$ cat src/rtl/mul_unit.sv
`timescale 1ns/1ps
`default_nettype none
// ============================================================================
// Module   : mul_unit
// Brief    : Two-stage pipelined RV32M multiplier (MUL/MULH/MULHSU/MULHU).
//            S1 registers operand magnitudes and the result sign; S2 registers
//            the signed 64-bit product. Valid/ready handshake on both sides.
//            Optional macro MUL_UNIT_TAG_EN adds in_tag/out_tag ports that
//            carry a request tag alongside each result.
// Revision : 1.0 - initial release
// ============================================================================
module mul_unit #(
  parameter int TAG_W = 5
) (
  input  logic             clk,
  input  logic             rst,
  input  logic             in_valid,
  output logic             in_ready,
  input  logic [1:0]       in_op,
  input  logic [31:0]      in_a,
  input  logic [31:0]      in_b,
`ifdef MUL_UNIT_TAG_EN
  input  logic [TAG_W-1:0] in_tag,
  output logic [TAG_W-1:0] out_tag,
`endif
  output logic             out_valid,
  input  logic             out_ready,
  output logic [31:0]      out_data,
  output logic             busy
);

  localparam logic [1:0] OP_MUL    = 2'b00;
  localparam logic [1:0] OP_MULH   = 2'b01;
  localparam logic [1:0] OP_MULHSU = 2'b10;

  // Stage 1 state
  logic        s1_valid;
  logic [1:0]  s1_op;
  logic [31:0] s1_mag_a;
  logic [31:0] s1_mag_b;
  logic        s1_neg;

  // Stage 2 state
  logic        s2_valid;
  logic        s2_low;
  logic [63:0] s2_prod;

  // Operand decode
  logic        a_signed;
  logic        b_signed;
  logic        a_neg;
  logic        b_neg;
  logic [31:0] mag_a;
  logic [31:0] mag_b;

  // Product path and handshake
  logic [63:0] prod_mag;
  logic [63:0] prod_signed;
  logic        s2_ready;
  logic        s1_adv;
  logic        accept;

  // Decode operand signedness and take magnitudes; 0x8000_0000 maps onto itself
  always_comb begin
    a_signed = (in_op == OP_MULH) || (in_op == OP_MULHSU);
    b_signed = (in_op == OP_MULH);
    a_neg    = a_signed && in_a[31];
    b_neg    = b_signed && in_b[31];
    mag_a    = a_neg ? (~in_a + 32'd1) : in_a;
    mag_b    = b_neg ? (~in_b + 32'd1) : in_b;
  end

  // Unsigned 32x32 product of the S1 magnitudes, then sign restore over 64 bits
  always_comb begin
    prod_mag    = {32'd0, s1_mag_a} * {32'd0, s1_mag_b};
    prod_signed = s1_neg ? (~prod_mag + 64'd1) : prod_mag;
  end

  // Pipeline flow control: S2 frees when empty or draining, S1 moves into a free S2
  always_comb begin
    s2_ready = !s2_valid || out_ready;
    s1_adv   = s1_valid && s2_ready;
    in_ready = !s1_valid || s1_adv;
    accept   = in_valid && in_ready;
  end

  // Stage 1 register: capture op, magnitudes and sign of the result
  always_ff @(posedge clk) begin
    if (rst) begin
      s1_valid <= 1'b0;
      s1_op    <= OP_MUL;
      s1_mag_a <= 32'd0;
      s1_mag_b <= 32'd0;
      s1_neg   <= 1'b0;
    end else if (accept) begin
      s1_valid <= 1'b1;
      s1_op    <= in_op;
      s1_mag_a <= mag_a;
      s1_mag_b <= mag_b;
      s1_neg   <= a_neg ^ b_neg;
    end else if (s1_adv) begin
      s1_valid <= 1'b0;
    end
  end

  // Stage 2 register: load the product from S1, hold while the consumer stalls
  always_ff @(posedge clk) begin
    if (rst) begin
      s2_valid <= 1'b0;
      s2_low   <= 1'b0;
      s2_prod  <= 64'd0;
    end else if (s1_adv) begin
      s2_valid <= 1'b1;
      s2_low   <= (s1_op == OP_MUL);
      s2_prod  <= prod_signed;
    end else if (out_ready) begin
      s2_valid <= 1'b0;
    end
  end

`ifdef MUL_UNIT_TAG_EN
  logic [TAG_W-1:0] s1_tag;
  logic [TAG_W-1:0] s2_tag;

  // Tag rides alongside its request through both stages
  always_ff @(posedge clk) begin
    if (rst) begin
      s1_tag <= '0;
      s2_tag <= '0;
    end else begin
      if (accept) s1_tag <= in_tag;
      if (s1_adv) s2_tag <= s1_tag;
    end
  end

  assign out_tag = s2_tag;
`endif

  assign out_valid = s2_valid;
  assign out_data  = s2_low ? s2_prod[31:0] : s2_prod[63:32];
  assign busy      = s1_valid || s2_valid;

endmodule
`default_nettype wire

$ cat config.mk
export PLATFORM = sky130hd
export DESIGN_NAME = mul_unit
export DESIGN_NICKNAME = d
export VERILOG_FILES = /design/src/rtl/mul_unit.sv
export SDC_FILE = /design/constraint.sdc
export NUM_CORES = 2
export LEC_CHECK = 0
export CAP_MARGIN = 40
export CORE_MARGIN = 2
export CORE_UTILIZATION = 35
export CTS_BUF_LIST = sky130_fd_sc_hd__clkbuf_8
export DETAILED_ROUTE_END_ITERATION = 8
export GPL_TIMING_DRIVEN = 0
export HOLD_SLACK_MARGIN = 0.06
export SLEW_MARGIN = 10
export SYNTH_ARGS = -nofsm -noshare
export SYNTH_HDL_FRONTEND = slang
export SYNTH_SLANG_ARGS = --single-unit
$ cat constraint.sdc
create_clock -name clk -period 18.6 [get_ports clk]
set_input_delay 2.79 -clock clk [delete_from_list [all_inputs] [get_ports clk]]
set_output_delay 2.79 -clock clk [all_outputs]
set_load 0.1 [all_outputs]
==> summary.txt <==
STA
  – Final clock skew: 0.04030 ns
  – Final Setup Violations: 0
  – Slew @ Worst Pin: 1.010 ns
  – Final Hold Viols: 0
  – FMAX: 89.78 MHz
  – Post-route minimum period: 11.14 ns
  – PnR worst setup slack: 7.462 ns
  – RSZ-0062 raised after global routing: false
  – Pins Over Slew Limit: 0
  – TNS Setup: 0 ns
  – Final Cycle Share: 59.88%
  – Worst rel slew slack: 32.66%

Routing
  – Routed WL per cell: 26.90 um
  – Drt drc: 0
  – Drt total wl: 184500 um
  – 1st-pass router iterations: 5
  – Antenna viol nets, final: 0
  – DR iter-0 viols: 4139
  – DR vias: 37750
  – Detail-routed via count per cell: 5.504

Global routing
  – GRT Util Overall: 29.73%
  – Grt ovf: 0
  – First-pass GRT wire length: 268500 um
  – Vias in the first global route: 38570
  – Largest net degree at the start of global routing: 17
  – Initial antenna violation count: 15

Pwr
  – VDD IR-drop max: 0.0002003 V
  – Leakage Power: 21.82 nW
  – Pwr per Cell Area: 146.3 mW/mm^2

Finish
  – Share of cells above drive strength 1: 4.161%
  – Fillcell total: 12440
  – Area Overhead vs Synth: 11.98%
  – Nets: 6436
  – Area of the multi-input gates: 0.03548 sq mm
  – Layout Cell Area excl Fill: 0.04771 sq mm
  – Register Area: 0.002683 sq mm

Setup path
  – Worst path slowest cell: dfxtp_1
  – Most used cell, CP: fa_1
  – Crit Path Class: flop to flop
  – CP max stage delay: 0.77 ns
  – Crit Path Max Fanout: 10
  – Crit path arrival time: 11.62 ns
  – Critical Path RT: 19.08 ns
  – CP Launch Type: flop
  – CP endpoint kind: flop

Synthesis
  – Cells after Synth: 4961
  – Synth area leaders: fa_1 (42%), and2_1 (9.1%), ha_1 (7.8%)
  – Post-synth top flop: dfxtp_1
  – Yosys top cell area share: 42.10%
  – FFs w/ async S/R, synth: 0%
  – Mapped Area: 0.04261 sq mm
  – Synth warn: 0
  – Seq/Total Area, Yosys: 6.296%
  – Count leader, synth: fa_1
  – Synth unique cells: 84
  – Post-synth top cells: fa_1 (896), inv_1 (872), and2_1 (617)
  – Post-synth top area cell: fa_1
  – Mean post-synth cell area: 8.589 sq um
  – EDFF count, synth: 0
  – FF+latch count, synth: 134
  – Post-synthesis net count: 6194

Placement
  – Pre-CTS setup slack: 7.805 ns
  – GPL Wtd Cong: 1.064
  – Dpl hpwl: 158600 um
  – Placed Area: 0.04724 sq mm
  – IO buf count: 104

Floorplanning
  – Die outline height: 352.9 um
  – Num ports: 105
  – # rows: 128
  – Starting Density: 35.15%
  – Core area: 0.1212 sq mm
  – Die width: 352.9 um
  – DIE AREA: 0.1246 sq mm

Clock tree
  – Hold_buf cts: 0
  – H-tree lvl count: 4
  – Post-CTS setup buffers: 0
  – TritonCTS Sinks: 134
  – Clk_lat worst skew: 0.58 ns
  – CTS Buffer Depth: 2
  – CTS tree: done
  – Cells resized by post-CTS repair: 0
  – Clk root buf: clkbuf_8
  – Clk slew on worst S/H paths: 0.11 ns
  – TritonCTS buffer count: 17

Status
  – Outcome: complete, no violations

Hold path
  – Hold Path Class: flop to flop

Flow run
  – Max Cap Viol: 0
==> cells in the final DEF, fill, tap and decap left out, types with 10 or more instances in the layout <==
| master | n |
|---|---|
| a211o_1 | 12 |
| a211oi_1 | 100 |
| a21o_1 | 31 |
| a21oi_1 | 131 |
| a22oi_1 | 11 |
| a311oi_1 | 14 |
| a31oi_1 | 14 |
| and2_1 | 617 |
| and3_1 | 16 |
| and4_1 | 10 |
| buf_2 | 12 |
| buf_6 | 50 |
| buf_8 | 59 |
| clkbuf_1 | 295 |
| clkbuf_8 | 17 |
| clkdlybuf4s50_1 | 104 |
| dfxtp_1 | 134 |
| diode_2 | 19 |
| fa_1 | 896 |
| ha_1 | 267 |
| inv_1 | 872 |
| mux2_2 | 34 |
| nand2_1 | 605 |
| nand2b_1 | 12 |
| nand3_1 | 49 |
| nand4_1 | 48 |
| nor2_1 | 226 |
| nor3_1 | 40 |
| nor4_1 | 20 |
| o211ai_1 | 19 |
| o21a_1 | 12 |
| o21ai_0 | 117 |
| o31ai_1 | 32 |
| or2_2 | 10 |
| or3_1 | 33 |
| or4_1 | 17 |
| xnor2_1 | 54 |
| xor2_1 | 69 |
==> stage by stage <==
stage	std cells	util, %	hold slack (ns)	total power [W]
floorplan	4961	-	0.4284	0.004178
global placement	6690	37.68	0.4395	0.006278
detailed placement	6808	38.96	0.4490	0.006356
CTS	6839	39.31	0.4621	0.006747
global route	6843	39.32	0.4853	0.007420
finish	6859	39.36	0.4589	0.006981
==> final timing paths <==
kind / from / to / slack (ns) / cells after the start
worst max-delay path: s1_mag_b[8] / s2_prod[63] / 7.46 / 27
worst min-delay path: s2_prod[0] / s2_prod[0] / 0.46 / 2
worst max register to register: s1_mag_b[8] / s2_prod[63] / 7.46 / 27
worst min register to register: s2_prod[0] / s2_prod[0] / 0.46 / 2
==> where the power goes <==
group / internal [W] / total, W / switching, W
sequential: 0.000330 / 0.000396 / 0.0000656
clock: 0.000136 / 0.000311 / 0.000175
combinational: 0.00203 / 0.00627 / 0.00424
total: 0.00250 / 0.00698 / 0.00448
==> flip-flops by register name, indices dropped and copies added, names as in the netlist <==
| register | flops |
|---|---|
| s1_op | 2 |
| s2_prod | 64 |
| s1_valid | 1 |
| s1_neg | 1 |
| s1_mag_b | 32 |
| s2_low | 1 |
| s1_mag_a | 32 |
| out_valid | 1 |
==> cell families (layout without fill, tap and decap cells) <==
| kind of cell | count (synthesis) | in the layout | share of synthesized area [%] |
|---|---|---|---|
| xor+xnor | 124 | 124 | 2.566 |
| fa+ha+maj | 1163 | 1163 | 49.94 |
| other cells | 0 | 19 | 0 |
| flops | 134 | 134 | 6.296 |
| simple gates | 1740 | 1740 | 20.71 |
| buf+inv | 1180 | 1434 | 10.43 |
| compound gates | 580 | 580 | 9.020 |
| mux | 40 | 40 | 1.039 |
==> area by class of cell <==
cell class              count  share of cell area [%]
multi-input cells        3647                   74.36
flip-flops and latches    134                   5.622
well taps                1625                   4.261
inverters                 872                   6.860
repair buffers            223                   5.452
diodes                     19                 0.09965
plain buffers             308                   2.460
clock buffers              17                  0.4904
clock inverters            14                  0.3907
==> metal layers <==
metal,vias to the layer above,GRT usage [%],share of wire [%]
met5,-,0,0.020
met4,6,13.39,5.5
met1,19160,39.14,40
met3,439,9.163,12
li1,15910,-,-
met2,2237,44.78,43
==> critical path, delay by kind of cell (launching register included) <==
| family | cells | cell delay, ns |
|---|---|---|
| flip-flops | 1 | 0.77 |
| AO/OA/AOI/OAI | 4 | 1.28 |
| adder cells (fa/ha/maj) | 9 | 4.86 |
| buffers and inverters | 6 | 1.50 |
| AND/OR/NAND/NOR | 8 | 2.61 |
Power figures use the tool's default switching activity.
